## src/rtl/sa_pkg.sv

```systemverilog
// Shared definitions for the systolic-array skew feeder.
package sa_pkg;

  // Default element width and lane count.
  localparam int SA_DATA_SIZE  = 8;
  localparam int SA_ARRAY_SIZE = 2;

  // Width of one lane slice inside a packed row.
  localparam int SA_LANE_W = SA_DATA_SIZE;

  // Feeder controller states; the encoding is visible on the debug port.
  typedef enum logic [1:0] {
    ST_IDLE   = 2'd0,
    ST_LOAD_W = 2'd1,
    ST_STREAM = 2'd2,
    ST_DRAIN  = 2'd3
  } sa_state_e;

endpackage

```

## src/rtl/sa_skew_feeder_if.sv

```systemverilog
// Upstream weight/activation handshake bundle of the skew feeder.
// Handshake: a row transfers on a rising clk edge where valid && ready are
// both high; the master holds the row stable while valid is high, and
// ready never depends combinationally on valid.
interface sa_skew_feeder_if
  import sa_pkg::*;
#(
  parameter int DATA_SIZE  = SA_DATA_SIZE,
  parameter int ARRAY_SIZE = SA_ARRAY_SIZE
) ();

  logic                             w_valid;
  logic                             w_ready;
  logic [ARRAY_SIZE*DATA_SIZE-1:0]  w_row;
  logic                             in_valid;
  logic                             in_ready;
  logic [ARRAY_SIZE*DATA_SIZE-1:0]  in_row;
  logic                             in_last;

  modport master (
    output w_valid, w_row, in_valid, in_row, in_last,
    input  w_ready, in_ready
  );

  modport slave (
    input  w_valid, w_row, in_valid, in_row, in_last,
    output w_ready, in_ready
  );

endinterface

```

## src/rtl/sa_delay_line.sv

```systemverilog
// Fixed-depth data+valid shift register; one instance per array lane.
module sa_delay_line #(
  parameter int DATA_SIZE = 8,
  parameter int DEPTH     = 1
) (
  input  logic                 clk,
  input  logic                 reset,
  input  logic [DATA_SIZE-1:0] d_in,
  input  logic                 v_in,
  output logic [DATA_SIZE-1:0] d_out,
  output logic                 v_out
);

  logic [DATA_SIZE-1:0] data_q [DEPTH];
  logic [DATA_SIZE-1:0] data_d [DEPTH];
  logic [DEPTH-1:0]     valid_q;
  logic [DEPTH-1:0]     valid_d;

  // Next stage contents: new element at stage 0, everything else moves up one.
  always_comb begin
    data_d[0]  = d_in;
    valid_d    = '0;
    valid_d[0] = v_in;
    for (int i = 1; i < DEPTH; i++) begin
      data_d[i]  = data_q[i-1];
      valid_d[i] = valid_q[i-1];
    end
  end

  // Stage registers, cleared asynchronously.
  always_ff @(posedge clk or negedge reset) begin
    if (!reset) begin
      for (int i = 0; i < DEPTH; i++) data_q[i] <= '0;
      valid_q <= '0;
    end else begin
      data_q  <= data_d;
      valid_q <= valid_d;
    end
  end

  assign d_out = data_q[DEPTH-1];
  assign v_out = valid_q[DEPTH-1];

endmodule

```

## src/rtl/sa_skew_feeder.sv

```systemverilog
// Systolic-array feeder: loads weight rows, then streams activation rows with
// a per-lane diagonal skew (lane k lags lane 0 by k cycles), drains the skew
// and pulses done. Optional macro SA_FEEDER_ROWCNT_EN adds a saturating
// rows_streamed counter output.
module sa_skew_feeder
  import sa_pkg::*;
#(
  parameter int DATA_SIZE  = SA_DATA_SIZE,
  parameter int ARRAY_SIZE = SA_ARRAY_SIZE,
  parameter int CNT_W      = 8
) (
  input  logic                            clk,
  input  logic                            reset,
  sa_skew_feeder_if.slave                 up,
  output logic [ARRAY_SIZE*DATA_SIZE-1:0] w_out,
  output logic [CNT_W-1:0]                w_sel,
  output logic                            w_load,
  output logic [ARRAY_SIZE*DATA_SIZE-1:0] a_out,
  output logic [ARRAY_SIZE-1:0]           a_valid,
  output logic                            busy,
  output logic                            done,
  output sa_state_e                       state_dbg
`ifdef SA_FEEDER_ROWCNT_EN
  ,
  output logic [CNT_W-1:0]                rows_streamed
`endif
);

  localparam int ROW_W = ARRAY_SIZE * DATA_SIZE;
  localparam logic [CNT_W-1:0] LAST_IDX = CNT_W'(ARRAY_SIZE - 1);

  sa_state_e        state_q, state_d;
  logic [CNT_W-1:0] row_cnt_q, row_cnt_d;
  logic [CNT_W-1:0] drain_cnt_q, drain_cnt_d;
  logic [CNT_W-1:0] w_sel_q, w_sel_d;
  logic [ROW_W-1:0] w_out_q, w_out_d;
  logic             w_load_q, w_load_d;
  logic             done_q, done_d;
  logic             w_ready_c, in_ready_c, w_acc, in_acc;

  // Ready depends on state only; the array never back-pressures the stream.
  always_comb begin
    w_ready_c  = (state_q == ST_IDLE) || (state_q == ST_LOAD_W);
    in_ready_c = (state_q == ST_STREAM);
    w_acc      = up.w_valid && w_ready_c;
    in_acc     = up.in_valid && in_ready_c;
  end

  assign up.w_ready  = w_ready_c;
  assign up.in_ready = in_ready_c;

  // Next state, weight write strobe and drain countdown.
  always_comb begin
    state_d     = state_q;
    row_cnt_d   = row_cnt_q;
    drain_cnt_d = drain_cnt_q;
    w_out_d     = w_out_q;
    w_sel_d     = w_sel_q;
    w_load_d    = 1'b0;
    done_d      = 1'b0;
    unique case (state_q)
      ST_IDLE: begin
        if (w_acc) begin
          w_out_d   = up.w_row;
          w_sel_d   = '0;
          w_load_d  = 1'b1;
          row_cnt_d = CNT_W'(1);
          state_d   = (ARRAY_SIZE == 1) ? ST_STREAM : ST_LOAD_W;
        end
      end
      ST_LOAD_W: begin
        if (w_acc) begin
          w_out_d   = up.w_row;
          w_sel_d   = row_cnt_q;
          w_load_d  = 1'b1;
          row_cnt_d = row_cnt_q + 1'b1;
          if (row_cnt_q == LAST_IDX) state_d = ST_STREAM;
        end
      end
      ST_STREAM: begin
        if (in_acc && up.in_last) begin
          state_d     = ST_DRAIN;
          drain_cnt_d = '0;
        end
      end
      ST_DRAIN: begin
        // Last lane's final element leaves during the last drain cycle.
        if (drain_cnt_q == LAST_IDX) begin
          state_d = ST_IDLE;
          done_d  = 1'b1;
        end else begin
          drain_cnt_d = drain_cnt_q + 1'b1;
        end
      end
      default: state_d = ST_IDLE;
    endcase
  end

  // Controller registers.
  always_ff @(posedge clk or negedge reset) begin
    if (!reset) begin
      state_q     <= ST_IDLE;
      row_cnt_q   <= '0;
      drain_cnt_q <= '0;
      w_out_q     <= '0;
      w_sel_q     <= '0;
      w_load_q    <= 1'b0;
      done_q      <= 1'b0;
    end else begin
      state_q     <= state_d;
      row_cnt_q   <= row_cnt_d;
      drain_cnt_q <= drain_cnt_d;
      w_out_q     <= w_out_d;
      w_sel_q     <= w_sel_d;
      w_load_q    <= w_load_d;
      done_q      <= done_d;
    end
  end

  assign w_out     = w_out_q;
  assign w_sel     = w_sel_q;
  assign w_load    = w_load_q;
  assign done      = done_q;
  assign busy      = (state_q != ST_IDLE);
  assign state_dbg = state_q;

  // Lane inputs: accepted elements, or zero bubbles when nothing is accepted.
  logic [DATA_SIZE-1:0] lane_in  [ARRAY_SIZE];
  logic [DATA_SIZE-1:0] lane_out [ARRAY_SIZE];
  logic [ARRAY_SIZE-1:0] lane_v;

  always_comb begin
    for (int k = 0; k < ARRAY_SIZE; k++) begin
      lane_in[k] = in_acc ? up.in_row[k*DATA_SIZE +: DATA_SIZE] : '0;
    end
  end

  for (genvar k = 0; k < ARRAY_SIZE; k++) begin : g_lane
    sa_delay_line #(
      .DATA_SIZE (DATA_SIZE),
      .DEPTH     (k + 1)
    ) u_delay (
      .clk   (clk),
      .reset (reset),
      .d_in  (lane_in[k]),
      .v_in  (in_acc),
      .d_out (lane_out[k]),
      .v_out (lane_v[k])
    );
    // Invalid lanes present zero so cells accumulate nothing.
    assign a_out[k*DATA_SIZE +: DATA_SIZE] = lane_v[k] ? lane_out[k] : '0;
  end

  assign a_valid = lane_v;

`ifdef SA_FEEDER_ROWCNT_EN
  logic [CNT_W-1:0] rows_q, rows_d;

  // Count accepted activation rows per job, saturating at all-ones.
  always_comb begin
    rows_d = rows_q;
    if ((state_q == ST_IDLE) && w_acc) rows_d = '0;
    else if (in_acc && (rows_q != '1)) rows_d = rows_q + 1'b1;
  end

  // Row counter register.
  always_ff @(posedge clk or negedge reset) begin
    if (!reset) rows_q <= '0;
    else        rows_q <= rows_d;
  end

  assign rows_streamed = rows_q;
`endif

endmodule
```

## src/flat_wrapper.sv

```systemverilog
// flat-port wrapper written by rule: the top's interface ports become plain ports
module sa_skew_feeder_flat import sa_pkg::*;
#(
  parameter int DATA_SIZE  = SA_DATA_SIZE,
  parameter int ARRAY_SIZE = SA_ARRAY_SIZE,
  parameter int CNT_W      = 8
)
  (clk, reset, w_out, w_sel, w_load, a_out, a_valid, busy, done, state_dbg, up_w_valid, up_w_row, up_in_valid, up_in_row, up_in_last, up_w_ready, up_in_ready);
  sa_skew_feeder_if #(.DATA_SIZE(DATA_SIZE), .ARRAY_SIZE(ARRAY_SIZE)) up_i ();
  input  logic clk;
  input  logic reset;
  output logic [ARRAY_SIZE*DATA_SIZE-1:0] w_out;
  output logic [CNT_W-1:0] w_sel;
  output logic w_load;
  output logic [ARRAY_SIZE*DATA_SIZE-1:0] a_out;
  output logic [ARRAY_SIZE-1:0] a_valid;
  output logic busy;
  output logic done;
  output sa_state_e state_dbg;
  input wire logic [$bits(up_i.w_valid)-1:0] up_w_valid;
  input wire logic [$bits(up_i.w_row)-1:0] up_w_row;
  input wire logic [$bits(up_i.in_valid)-1:0] up_in_valid;
  input wire logic [$bits(up_i.in_row)-1:0] up_in_row;
  input wire logic [$bits(up_i.in_last)-1:0] up_in_last;
  output wire logic [$bits(up_i.w_ready)-1:0] up_w_ready;
  output wire logic [$bits(up_i.in_ready)-1:0] up_in_ready;
  assign up_i.w_valid = up_w_valid;
  assign up_i.w_row = up_w_row;
  assign up_i.in_valid = up_in_valid;
  assign up_i.in_row = up_in_row;
  assign up_i.in_last = up_in_last;
  assign up_w_ready = up_i.w_ready;
  assign up_in_ready = up_i.in_ready;
  sa_skew_feeder #(.DATA_SIZE(DATA_SIZE), .ARRAY_SIZE(ARRAY_SIZE), .CNT_W(CNT_W)) u_core (.clk(clk), .reset(reset), .up(up_i), .w_out(w_out), .w_sel(w_sel), .w_load(w_load), .a_out(a_out), .a_valid(a_valid), .busy(busy), .done(done), .state_dbg(state_dbg));
endmodule
```

## config.mk

```make
export PLATFORM = sky130hd
export DESIGN_NAME = sa_skew_feeder_flat
export DESIGN_NICKNAME = d
export VERILOG_FILES = /design/src/rtl/sa_pkg.sv /design/src/rtl/sa_skew_feeder_if.sv /design/src/rtl/sa_delay_line.sv /design/src/rtl/sa_skew_feeder.sv /design/src/flat_wrapper.sv
export SDC_FILE = /design/constraint.sdc
export NUM_CORES = 1
export LEC_CHECK = 0
export BUFFER_PORTS_ARGS = -buffer_cell sky130_fd_sc_hd__buf_2
export CELL_PAD_IN_SITES_DETAIL_PLACEMENT = 1
export CELL_PAD_IN_SITES_GLOBAL_PLACEMENT = 1
export CORE_ASPECT_RATIO = 1.25
export CORE_MARGIN = 2
export CORE_UTILIZATION = 40
export CTS_CLUSTER_DIAMETER = 30
export CTS_CLUSTER_SIZE = 28
export DETAILED_ROUTE_END_ITERATION = 16
export PLACE_DENSITY = 0.85
export SYNTH_ARGS = -nofsm -noshare
export SYNTH_HDL_FRONTEND = slang
export SYNTH_SLANG_ARGS = --single-unit
```

## constraint.sdc

```tcl
create_clock -name clk -period 2.58 [get_ports clk]
set_input_delay 0.258 -clock clk [delete_from_list [all_inputs] [get_ports clk]]
set_output_delay 0.258 -clock clk [all_outputs]
set_load 0.03 [all_outputs]
```

==> results.cfg <==
[die]
die_h_um = 100
rows = 35
dieArea_um2 = 8110
ioPinCount = 86
core_area_um2 = 7270
initial_core_util = 0.407
die_w_um = 80.9

[detailed_routing]
ant_nets = 0
maxUsedRoutingLayer = met4
drt_iter0_markers = 45
wl_met2_um = 3640
route.met3.wl_um = 290
routedWlPerCell_um = 15.8
firstDrtPassIters = 4
wl_met1_um = 2620
drt_wl_total_um = 6690
drc = 0
vias_per_cell = 5.14
vias = 2181

[layout]
mostFrequentLayoutCells = 85 x buf_2, 70 x dfrtp_1, 20 x and2_1
layout.nets = 372
drive_gt1_frac = 0.343
finalNonFillerCells = 424
diodes = 0
fillCellCount = 814
syn_to_final_growth_pct = 25.2
design_area_um2 = 3710
final_common_cell = buf_2
final_util = 0.510
multi_input_area_um2 = 1120
register_area_um2 = 1750

[worst_setup_path]
criticalPathCategory = flop to flop
cp-end-kind = flop
cp_max_fo = 8
critPathRequiredTime_ns = 2.81
crit_path_start_kind = flop
critPathArrivalTime_ns = 2.24
r2r_slack_ns = 0.57

[timing]
fin_crit_ns = 2.01
hold_ws_ns = 0.00635
slew_viol_final = 0
tns_ns = 0
tightest_slew_ns = 0.817
max-slew-margin-rel = 0.455
rsz0062_at_grt = no
finalHoldViolations = 0
setup_viol = 0
fin_crit_sh = 0.777
fin_worst_skew_ns = 0.00922
fmax_mhz = 499

[yosys]
synth.yosys.seq_area_share = 0.592
synth-edff-count = 0
synth-async-reset-ratio = 1.00
synth_cell_types = 44
syn_area_um2 = 2960
avgSynthCellArea_um2 = 12.3
syn-num-nets = 285
netlist_instances = 240
synth_ff_type = dfrtp_1
ys_warn_count = 0
ys_ff_latch = 70

[place]
dp_cells = 408
place.gp.congestion = 0.809
dp_hpwl_um = 4900
placed_area_um2 = 3480
io_buffers = 85

[clock_network]
ctsHoldBuffers = 0
cts_buffers = 9
cts_tree = yes
cts_setup_buffers = 0
clk_pin_slew_ns = 0.08
clock_sinks = 70
cts_buffer_depth = 2
cts-root-buf = clkbuf_8
cts.repair.resized = 0
h-tree-depth = 3
clkLatencyLatePin_ns = 0.34

[global_route]
overflow = 0
grt_pass1_wl_um = 11000
grt_max_degree = 37
grt_usage = 0.180
grt_pass1_vias = 2285
antenna_found_initial = 0

[pwr]
power_leakage_uw = 0.00195
ir_drop_v = 0.000464
power_density_nw_per_um2 = 1170

[outcome]
outcome = complete, no violations

[run]
cap_violations = 0

[hold_path]
hp-class = primary input to async pin
==> synthesized netlist by cell type, types with 2 or more instances <==
cell       n  share of area
o41ai_1    2         0.0059
buf_4      2         0.0051
nand3_1    4         0.0068
dfrtp_1   70           0.59
inv_1      7         0.0089
o21ai_0    3         0.0051
and2_1    20          0.042
nor2_1     8          0.010
nand3b_1   2         0.0051
and3_1    18          0.038
o21ai_1    7          0.012
mux2_1    16          0.061
nand2_1   14          0.018
nor2b_1    4         0.0085
mux2i_1    6          0.020
nand4_1    2         0.0042
a211o_1    2         0.0059
clkbuf_1   7         0.0089
a221o_1    2         0.0068
ha_1       8          0.034
nor3_1     5         0.0085
a22o_1     9          0.027
==> critical path, stage by stage (launching register included) <==
cell	delay [ns]
dfrtp_1	0.44
ha_1	0.21
or3b_2	0.26
nor3_4	0.06
or3_1	0.52
a221o_1	0.39
==> cell families after synthesis <==
family / Yosys count / share of synthesized area
compound gates: 32 / 0.0837
flops: 70 / 0.592
simple gates: 86 / 0.170
mux: 24 / 0.0901
fa+ha+maj: 8 / 0.0338
buf+inv: 20 / 0.0309
==> power by group <==
part | total, uW | internal, uW | leakage [uW] | switching (uW)
Clock | 1000 | 559 | 0.000112 | 441
Sequential | 1620 | 1400 | 0.000919 | 216
Combinational | 1700 | 583 | 0.000922 | 1120
Total | 4320 | 2550 | 0.00195 | 1770
==> routing by layer <==
layer / up-vias / GRT usage
met3: 12 / 0.0306
met5: - / 0
met4: 0 / 0.0860
met1: 1093 / 0.209
met2: 62 / 0.317
li1: 1014 / -
==> per-stage QoR <==
stage / total power, uW / setup slack [ns]
CTS: 4380 / 0.569
global route: 4600 / 0.471
finish: 4320 / 0.575
floorplan: 2850 / 0.421
global placement: 3270 / 0.655
detailed placement: 3370 / 0.571
==> path summary, 6_finish.rpt <==
check                      depth (start not counted)                           endpoint                                from
max                                                5              u_core.drain_cnt_q[7]               u_core.drain_cnt_q[0]
min                                                1                    u_core.w_out[8]                               reset
max reg2reg                                        5              u_core.drain_cnt_q[7]               u_core.drain_cnt_q[0]
min reg2reg                                        0  u_core.g_lane[1].u_delay.d_out[6]  u_core.g_lane[1].u_delay.data_d[6]
max in group asynchronous                          2                        u_core.done                               reset
min in group clk                                   2                    u_core.w_out[3]                         up_w_row[3]
==> state kept, by name, summed over array words and instances (netlist names) <==
name	count
u_core.w_sel	8
u_core.w_out	16
u_core.w_load	1
u_core.drain_cnt_q	8
u_core.done	1
u_core.g_lane.u_delay.d_out	16
u_core.state_dbg	2
u_core.row_cnt_q	8
u_core.g_lane.u_delay.valid_q	2
u_core.g_lane.u_delay.data_d	8
==> layout make-up <==
cell class                      instances  area share
Clock buffer                            9      0.0334
Sequential cell                        70       0.473
Clock inverter                          7      0.0284
Inverter                                8     0.00810
Multi-Input combinational cell        150       0.302
Timing Repair Buffer                   88       0.124
Tap cell                               92      0.0311
Power figures use the tool's default switching activity.
